==> src/rtl/alu_issue_ctrl.sv <==
// Issue/sequencing controller: takes one instruction from decode, serialises rs1/rs2
// onto the ALU operand bus, waits for the ALU result (with timeout) and hands it to writeback.
module alu_issue_ctrl #(
   parameter int BUS     = 32,
   parameter int OPCODE  = 11,
   parameter int RD_W    = 5,
   parameter int TIMEOUT = 16
) (
   input  logic              clk,
   input  logic              rst,
   input  logic              iss_valid,
   output logic              iss_ready,
   input  logic [OPCODE-1:0] iss_op_code,
   input  logic [BUS-1:0]    iss_rs1,
   input  logic [BUS-1:0]    iss_rs2,
   input  logic [BUS-1:0]    iss_imm,
   input  logic              iss_use_imm,
   input  logic [RD_W-1:0]   iss_rd,
   output logic [OPCODE-1:0] alu_op_code,
   output logic [BUS-1:0]    alu_imme_value,
   output logic [BUS-1:0]    alu_rs_data,
   output logic              alu_rs_data_sel,
   output logic              alu_rs_data_valid,
   input  logic [BUS-1:0]    alu_out,
   input  logic              alu_valid_out,
   input  logic              alu_op_done,
   output logic              wb_valid,
   input  logic              wb_ready,
   output logic [BUS-1:0]    wb_data,
   output logic [RD_W-1:0]   wb_rd,
   output logic              wb_err,
   output logic              busy
);

   localparam int CNT_W = (TIMEOUT > 2) ? $clog2(TIMEOUT) : 1;
   localparam logic [CNT_W-1:0] CNT_LAST = CNT_W'(TIMEOUT - 1);

   typedef enum logic [2:0] {
      ST_IDLE     = 3'd0,
      ST_SEND_RS1 = 3'd1,
      ST_SEND_RS2 = 3'd2,
      ST_WAIT     = 3'd3,
      ST_DONE     = 3'd4
   } state_t;

   state_t            state_q;
   logic [CNT_W-1:0]  cnt_q;
   logic [BUS-1:0]    rs2_q;
   logic              use_imm_q;
   logic [RD_W-1:0]   rd_q;
   logic [OPCODE-1:0] op_code_q;
   logic [BUS-1:0]    imm_q;
   logic [BUS-1:0]    rs_data_q;
   logic              rs_sel_q;
   logic              rs_vld_q;
   logic              wb_valid_q;
   logic [BUS-1:0]    wb_data_q;
   logic [RD_W-1:0]   wb_rd_q;
   logic              wb_err_q;

   // A new issue is only taken once the writeback slot is free (or being freed this cycle),
   // so a result capture can never overwrite a pending result.
   assign iss_ready         = (state_q == ST_IDLE) && (!wb_valid_q || wb_ready);
   assign busy              = (state_q != ST_IDLE);
   assign alu_op_code       = op_code_q;
   assign alu_imme_value    = imm_q;
   assign alu_rs_data       = rs_data_q;
   assign alu_rs_data_sel   = rs_sel_q;
   assign alu_rs_data_valid = rs_vld_q;
   assign wb_valid          = wb_valid_q;
   assign wb_data           = wb_data_q;
   assign wb_rd             = wb_rd_q;
   assign wb_err            = wb_err_q;

   always_ff @(posedge clk) begin
      if (rst) begin
         state_q    <= ST_IDLE;
         cnt_q      <= '0;
         rs2_q      <= '0;
         use_imm_q  <= 1'b0;
         rd_q       <= '0;
         op_code_q  <= '0;
         imm_q      <= '0;
         rs_data_q  <= '0;
         rs_sel_q   <= 1'b0;
         rs_vld_q   <= 1'b0;
         wb_valid_q <= 1'b0;
         wb_data_q  <= '0;
         wb_rd_q    <= '0;
         wb_err_q   <= 1'b0;
      end else begin
         if (wb_valid_q && wb_ready) begin
            wb_valid_q <= 1'b0;
         end
         case (state_q)
            ST_IDLE: begin
               if (iss_valid && iss_ready) begin
                  rs2_q     <= iss_rs2;
                  use_imm_q <= iss_use_imm;
                  rd_q      <= iss_rd;
                  op_code_q <= iss_op_code;
                  imm_q     <= iss_imm;
                  rs_data_q <= iss_rs1;
                  rs_sel_q  <= 1'b0;
                  rs_vld_q  <= 1'b1;
                  state_q   <= ST_SEND_RS1;
               end
            end
            ST_SEND_RS1: begin
               if (!use_imm_q) begin
                  rs_data_q <= rs2_q;
                  rs_sel_q  <= 1'b1;
                  rs_vld_q  <= 1'b1;
                  state_q   <= ST_SEND_RS2;
               end else begin
                  rs_vld_q  <= 1'b0;
                  cnt_q     <= '0;
                  state_q   <= ST_WAIT;
               end
            end
            ST_SEND_RS2: begin
               rs_vld_q <= 1'b0;
               cnt_q    <= '0;
               state_q  <= ST_WAIT;
            end
            ST_WAIT: begin
               if (alu_valid_out) begin
                  wb_data_q  <= alu_out;
                  wb_rd_q    <= rd_q;
                  wb_err_q   <= 1'b0;
                  wb_valid_q <= 1'b1;
                  state_q    <= alu_op_done ? ST_IDLE : ST_DONE;
               end else if (cnt_q == CNT_LAST) begin
                  wb_data_q  <= '0;
                  wb_rd_q    <= rd_q;
                  wb_err_q   <= 1'b1;
                  wb_valid_q <= 1'b1;
                  state_q    <= ST_IDLE;
               end else begin
                  cnt_q <= cnt_q + 1'b1;
               end
            end
            ST_DONE: begin
               if (alu_op_done) begin
                  state_q <= ST_IDLE;
               end
            end
            default: state_q <= ST_IDLE;
         endcase
      end
   end

endmodule
==> config.mk <==
export PLATFORM = sky130hd
export DESIGN_NAME = alu_issue_ctrl
export DESIGN_NICKNAME = d
export VERILOG_FILES = /design/src/rtl/alu_issue_ctrl.sv
export SDC_FILE = /design/constraint.sdc
export NUM_CORES = 1
export LEC_CHECK = 0
export CORE_UTILIZATION = 38
export DETAILED_ROUTE_END_ITERATION = 8
export PLACE_DENSITY_LB_ADDON = 0.2
export SLEW_MARGIN = 20
export SYNTH_ARGS = -nofsm -noshare
export SYNTH_HDL_FRONTEND = slang
export SYNTH_SLANG_ARGS = --single-unit
==> constraint.sdc <==
create_clock -name clk -period 1.7 [get_ports clk]
set_input_delay 0.425 -clock clk [delete_from_list [all_inputs] [get_ports clk]]
set_output_delay 0.425 -clock clk [all_outputs]
set_load 0.05 [all_outputs]
==> results of run 1 <==
==> metal layers <==
metal,GRT usage,vias to the layer above,share of wire
met5,0,-,0
met2,0.3286,181,0.46
li1,-,2897,-
met4,0.08028,0,0.016
met1,0.2489,2593,0.45
met3,0.07721,19,0.074
==> per-stage QoR <==
stage	instances	worst slack, ns	utilization	setup TNS, ns	cell area [um^2]
3_5_place_dp	1142	-0.3168	0.5776	-28.68	8879
3_3_place_gp	1142	-0.2744	0.5776	-25.61	8879
2_1_floorplan	685	0.0001519	-	0	6067
4_1_cts	1179	-0.07210	0.6234	-0.5916	9583
6_report	1197	-0.06089	0.6462	-0.6781	9933
5_1_grt	1196	-0.1165	0.6461	-2.285	9931
==> power by group <==
group          leakage (nW)  internal, mW  switching, mW
clock                 0.307          2.47           1.60
combinational          2.41          1.42           1.94
sequential             1.32          4.10          0.187
total                  4.03          7.99           3.73
==> kinds of logic after synthesis <==
family,share of synthesized area
XOR/XNOR,0.002897
buffers and inverters,0.04592
flip-flops,0.5329
AND/OR/NAND/NOR,0.1787
AO/OA/AOI/OAI,0.1763
adder cells (fa/ha/maj),0.002068
multiplexers,0.06123
==> worst max path at each step <==
stage	from	to	slack, ns	cells after the start
after floorplan	cnt_q[0]	wb_data[12]	0.0002	8
after global placement	iss_valid	alu_rs_data[3]	-0.27	6
after detailed placement	iss_valid	alu_rs_data[3]	-0.32	6
after CTS	state_q[0]	busy	-0.07	4
after global routing	state_q[1]	alu_rs_data[24]	-0.12	7
final	state_q[1]	alu_rs_data[24]	-0.06	7
==> placed cells by master, fill, tap and decap left out, types with 2 or more instances in the layout <==
| cell type | count |
|---|---|
| buf_8 | 4 |
| nand2b_1 | 2 |
| clkbuf_8 | 3 |
| nor2_2 | 11 |
| a21oi_1 | 89 |
| a211oi_1 | 6 |
| nor2_1 | 61 |
| a211oi_2 | 26 |
| mux2i_1 | 37 |
| clkdlybuf4s50_1 | 149 |
| dfxtp_1 | 159 |
| bufinv_16 | 3 |
| clkbuf_16 | 22 |
| dfxtp_4 | 2 |
| nor3_4 | 2 |
| a22oi_1 | 32 |
| inv_6 | 5 |
| inv_1 | 2 |
| xnor2_1 | 2 |
| nor3_1 | 5 |
| nand2_1 | 167 |
| buf_6 | 9 |
| clkinvlp_4 | 2 |
| nor2_4 | 4 |
| buf_4 | 146 |
| buf_12 | 11 |
==> layout make-up <==
type | instances | area share
Antenna cell | 1 | 0.0002519
Multi-Input combinational cell | 465 | 0.2711
Clock inverter | 12 | 0.01700
Sequential cell | 161 | 0.3252
Inverter | 3 | 0.001386
Tap cell | 211 | 0.02658
Clock buffer | 20 | 0.04698
Timing Repair Buffer | 324 | 0.3115
==> registers in the layout, summed over array words and instances, names as in the netlist <==
name	flops
alu_imme_value	32
alu_op_code	11
alu_rs_data	32
alu_rs_data_sel	1
alu_rs_data_valid	1
cnt_q	4
rd_q	5
rs2_q	32
state_q	3
use_imm_q	1
wb_data	32
wb_err	1
wb_rd	5
wb_valid	1
==> critical path: stages, from the launching register on <==
cell and delay [ns]:
dfxtp_4 0.35, buf_6 0.12, or4b_4 0.56, o31ai_4 0.09, buf_6 0.19, clkbuf_16 0.17, nor2_1 0.04, a211oi_1 0.15
==> repair_timing <==
item                       4_1_cts  5_1_grt
setup endpoints to repair        2      136
gates resized for setup         10       38
pin swaps                        6       25
setup buffers                    5       12
gates cloned                     0        6
==> results.md, run 1 <==
* Slew HR at 0.6033
* Highest clock rate at 0.5679 GHz
* Filler cell count at 1315
* Die area at 16430 um^2
* Top cells by count, synth: nand2_1 (167), dfxtp_1 (161), a21oi_1 (89)
* #FFs+latches synth at 161
* Synth area leader: dfxtp_1
* Vias in the first global route at 5209
* Die W at 128.2 um
* Starting density of the core at 0.3935
* HP Class: primary input to flop
* Failing checks: negative setup slack
* Seq/Total Area, Yosys at 0.5329
* DRC errors left at 0
* P&R area growth vs syn at 64.23%
* Mapped Area at 6048 um^2
* Worst R2R End: alu_rs_data[24]
* Worst EP required at 2.03 ns
* Port Buf Inserts at 268
* Hold_ws at 0.2679 ns
* Syn Nets at 837
* Final Hold Fails at 0
* Core ar. at 15370 um^2
* Per-cell routed wire length at 14.85 um
* # rows at 45
* CP arrival at 2.09 ns
* Pleak at 4.034 nW
* RSZ-0062 raised after global routing: yes
* R2R Setup Slk at -0.06 ns
* Pin count of the biggest net entering global routing at 121
* Hold path startpoint: rst
* Final worst-path cycle share at 1.036
* Mean area per synthesized cell at 8.830 um^2
* Clock slew at the register clock pins of the worst setup and hold paths at 0.06 ns
* Skew-Pair Late Insertion Delay at 0.42 ns
* Syn. warnings at 0
* Worst R2R Path Depth at 7
* IO Pins at 269
* Worst hold stages at 2
* Cell with the most instances after synthesis: nand2_1
* Ys async rst share at 0
* First-pass GRT wire length at 26280 um
* Final WS setup at -0.06089 ns
* CTS Sinks at 161
* Placer Congestion at 0.7447
* Clock skew at 0.009482 ns
* Ys flop type: dfxtp_1
* Slew Limit Fails at 0
* Startpoint Class: flop
* Starting DRT DRC Count at 219
* TritonCTS clock tree: yes
* CP max FO at 8
* Setup CP Type: flop to flop
* Drt total wl at 17780 um
* Worst Tran Pin Value at 0.5950 ns
* Finish-stage setup viols at 24
* Status: finished with violations
* Post-DRT Antenna Nets at 0
* Layout cells sized above 1 at 0.2660
* CP Capture Type: flop
* Detailed placement HPWL at 11730 um
* Root buffer cell: clkbuf_16
* Max Cap Violations at 0
* CTS Hold Bufs at 0
* Hold Crit Endpoint: alu_rs_data[10]
* Die H at 128.2 um
* Total congestion overflow at 0
* Initial antenna violation count at 1
* Post-synth EDFFs at 0
* Power per Cell Area at 1180 nW/um^2
* Area share of the largest cell type after synthesis at 0.5329
* Crit path time final at 1.761 ns
* Worst IR Drop VDD at 0.0007254 V
* H-tree levels at 4
* Power Total at 11.72 mW
* Via/cell ratio at 4.754
* Num CTS Buffers at 17
* Via Count at 5690
* Clk buf depth at 2
* Drt first pass iters at 4
* Top cells by area, synth: dfxtp_1 (53%), nand2_1 (10%), a21oi_1 (7.4%)
* Layout net count at 1124
* GRT Total Usage at 0.2052
* Yosys cell types at 36
* Multi-input combinational cell area at 2693 um^2
* Gate Count Post-Synth at 685
* Register area at 3231 um^2
* R2r startpoint: state_q[1]
No activity file was read; power rests on OpenSTA's default activity.
==> inputs of run 2 (changes only) <==
--- a/config.mk
+++ b/config.mk
@@ -7,7 +7,7 @@
 export LEC_CHECK = 0
 export CORE_UTILIZATION = 38
 export DETAILED_ROUTE_END_ITERATION = 8
-export PLACE_DENSITY_LB_ADDON = 0.2
+export PLACE_DENSITY = 0.77
 export SLEW_MARGIN = 20
 export SYNTH_ARGS = -nofsm -noshare
 export SYNTH_HDL_FRONTEND = slang
==> results.md, run 2 (synthesized netlist as in run 1, its figures left out) <==
* Total congestion overflow at 0
* Filler cell count at 1298
* Worst hold stages at 2
* Clk buf depth at 2
* Vias in the first global route at 5458
* Worst IR Drop VDD at 0.0007110 V
* CTS Hold Bufs at 0
* First-pass GRT wire length at 26990 um
* Layout net count at 1122
* Worst EP required at 1.27 ns
* Status: finished with violations
* Starting DRT DRC Count at 276
* Layout cells sized above 1 at 0.2503
* Final worst-path cycle share at 1.076
* Switching Power at 3.698 mW
* RSZ-0062 raised after global routing: yes
* Worst R2R Path Depth at 8
* Placer Congestion at 0.7425
* Fin util at 0.6457
* Detailed placement HPWL at 12060 um
* H-tree levels at 4
* Initial antenna violation count at 0
* Failing checks: negative setup slack
* Post-DRT Antenna Nets at 0
* Via/cell ratio at 4.822
* Power Total at 11.53 mW
* Internal at 7.834 mW
* Core ar. at 15370 um^2
* CP arrival at 1.40 ns
* Die W at 128.2 um
* Power per Cell Area at 1162 nW/um^2
* Clock skew at 0.008240 ns
* Gate power share at 0.295
* CTS Sinks at 161
* Highest clock rate at 0.5468 GHz
* Setup CP Type: flop to primary output
* Clock slew at the register clock pins of the worst setup and hold paths at 0.06 ns
* Final WS setup at -0.1289 ns
* Pin count of the biggest net entering global routing at 64
* GRT Total Usage at 0.2094
* Root buffer cell: clkbuf_16
* Clock network power share at 0.333
* Finish-stage setup viols at 19
* Most frequent cells in the layout: nand2_1 (167), dfxtp_1 (159), clkdlybuf4s50_1 (149)
* Port Buf Inserts at 268
* Max Cap Violations at 0
* Via Count at 5757
* Slew HR at 0.6777
* CP max FO at 3
* DRC errors left at 0
* TritonCTS clock tree: yes
* Drt total wl at 18470 um
* IO Pins at 269
* Startpoint Class: flop
* Sequential group share of total power at 0.372
* Slew Limit Fails at 0
* Drt first pass iters at 4
* Die H at 128.2 um
* Per-cell routed wire length at 15.47 um
* P&R area growth vs syn at 64.11%
* Crit path time final at 1.829 ns
* Antenna diode count at 0
* Worst Tran Pin Value at 0.4835 ns
* Die area at 16430 um^2
* Skew-Pair Late Insertion Delay at 0.41 ns
* # rows at 45
* Hold_ws at 0.4533 ns
* Final Hold Fails at 0
* Pleak at 4.041 nW
* Starting density of the core at 0.3935
* HP Class: flop to flop
* Num CTS Buffers at 17
* Switching Fraction at 0.3207
* Commonest non-fill, non-tap cell in the layout: nand2_1
* CP Capture Type: primary output
==> run 2: repair_timing <==
item | CTS | global route
buffers inserted | 3 | 7
pin swaps | 13 | 11
endpoints found under the setup margin | 2 | 102
hold endpoints to repair | 0 | 0
cloned | 0 | 10
gates resized for setup | 8 | 25
==> run 2: path summary, 6_finish.rpt <==
path,start,to,slack (ns)
setup / recovery,state_q[0],iss_ready,-0.13
setup reg to reg,state_q[0],alu_rs_data[26],-0.06
hold reg to reg,alu_imme_value[30],alu_imme_value[30],0.45
hold / removal,alu_imme_value[30],alu_imme_value[30],0.45
==> run 2: metal layers <==
metal | routed length (um) | up-vias | global-route usage | share of wire
li1 | - | 2883 | - | -
met1 | 7970 | 2668 | 0.2573 | 0.43
met2 | 8949 | 193 | 0.3504 | 0.48
met3 | 1396 | 13 | 0.06845 | 0.076
met4 | 153 | 0 | 0.05813 | 0.0083
met5 | 0 | - | 0 | 0
==> run 2: critical path, stage by stage, from the launching register on <==
cell and delay (ns):
dfxtp_2 0.34, nor3_4 0.25, inv_4 0.05, buf_6 0.12
nor2_4 0.08, buf_8 0.15
==> run 2: through the flow <==
stage | instance area (um^2) | TNS [ns] | cells | setup WS (ns)
2_1_floorplan | 6067 | 0 | 685 | 0.0001519
3_3_place_gp | 8941 | -27.32 | 1142 | -0.2800
3_5_place_dp | 8941 | -32.82 | 1142 | -0.3497
4_1_cts | 9588 | -0.5350 | 1177 | -0.1462
5_1_grt | 9926 | -2.675 | 1194 | -0.1946
6_report | 9926 | -0.7718 | 1194 | -0.1289
==> run 2: final cells by class <==
type | instances | area [um^2] | area share
clock inverters | 11 | 127.6 | 0.01286
inverters | 3 | 13.76 | 0.001387
flip-flops and latches | 161 | 3228 | 0.3252
multi-input cells | 465 | 2650 | 0.2670
clock buffers | 21 | 470.5 | 0.04740
repair buffers | 322 | 3172 | 0.3196
well taps | 211 | 264.0 | 0.02660
==> run 2: power by group through the flow <==
stage / Clock [mW] / Combinational (mW) / Sequential, mW
after floorplan: 0 / 1.06 / 5.17
after global placement: 0 / 3.01 / 4.35
after detailed placement: 0 / 3.05 / 4.37
after CTS: 3.93 / 3.08 / 4.28
after global routing: 4.11 / 3.61 / 4.32
final: 3.84 / 3.40 / 4.28
==> inputs of run 3 (changes only) <==
--- a/config.mk
+++ b/config.mk
@@ -7,6 +7,7 @@
 export LEC_CHECK = 0
 export CORE_UTILIZATION = 38
 export DETAILED_ROUTE_END_ITERATION = 8
+export GPL_ROUTABILITY_DRIVEN = 0
 export PLACE_DENSITY = 0.77
 export SLEW_MARGIN = 20
 export SYNTH_ARGS = -nofsm -noshare
==> results of run 3 <==
No change in the layout: final DEF, timing and power equal those of run 2.
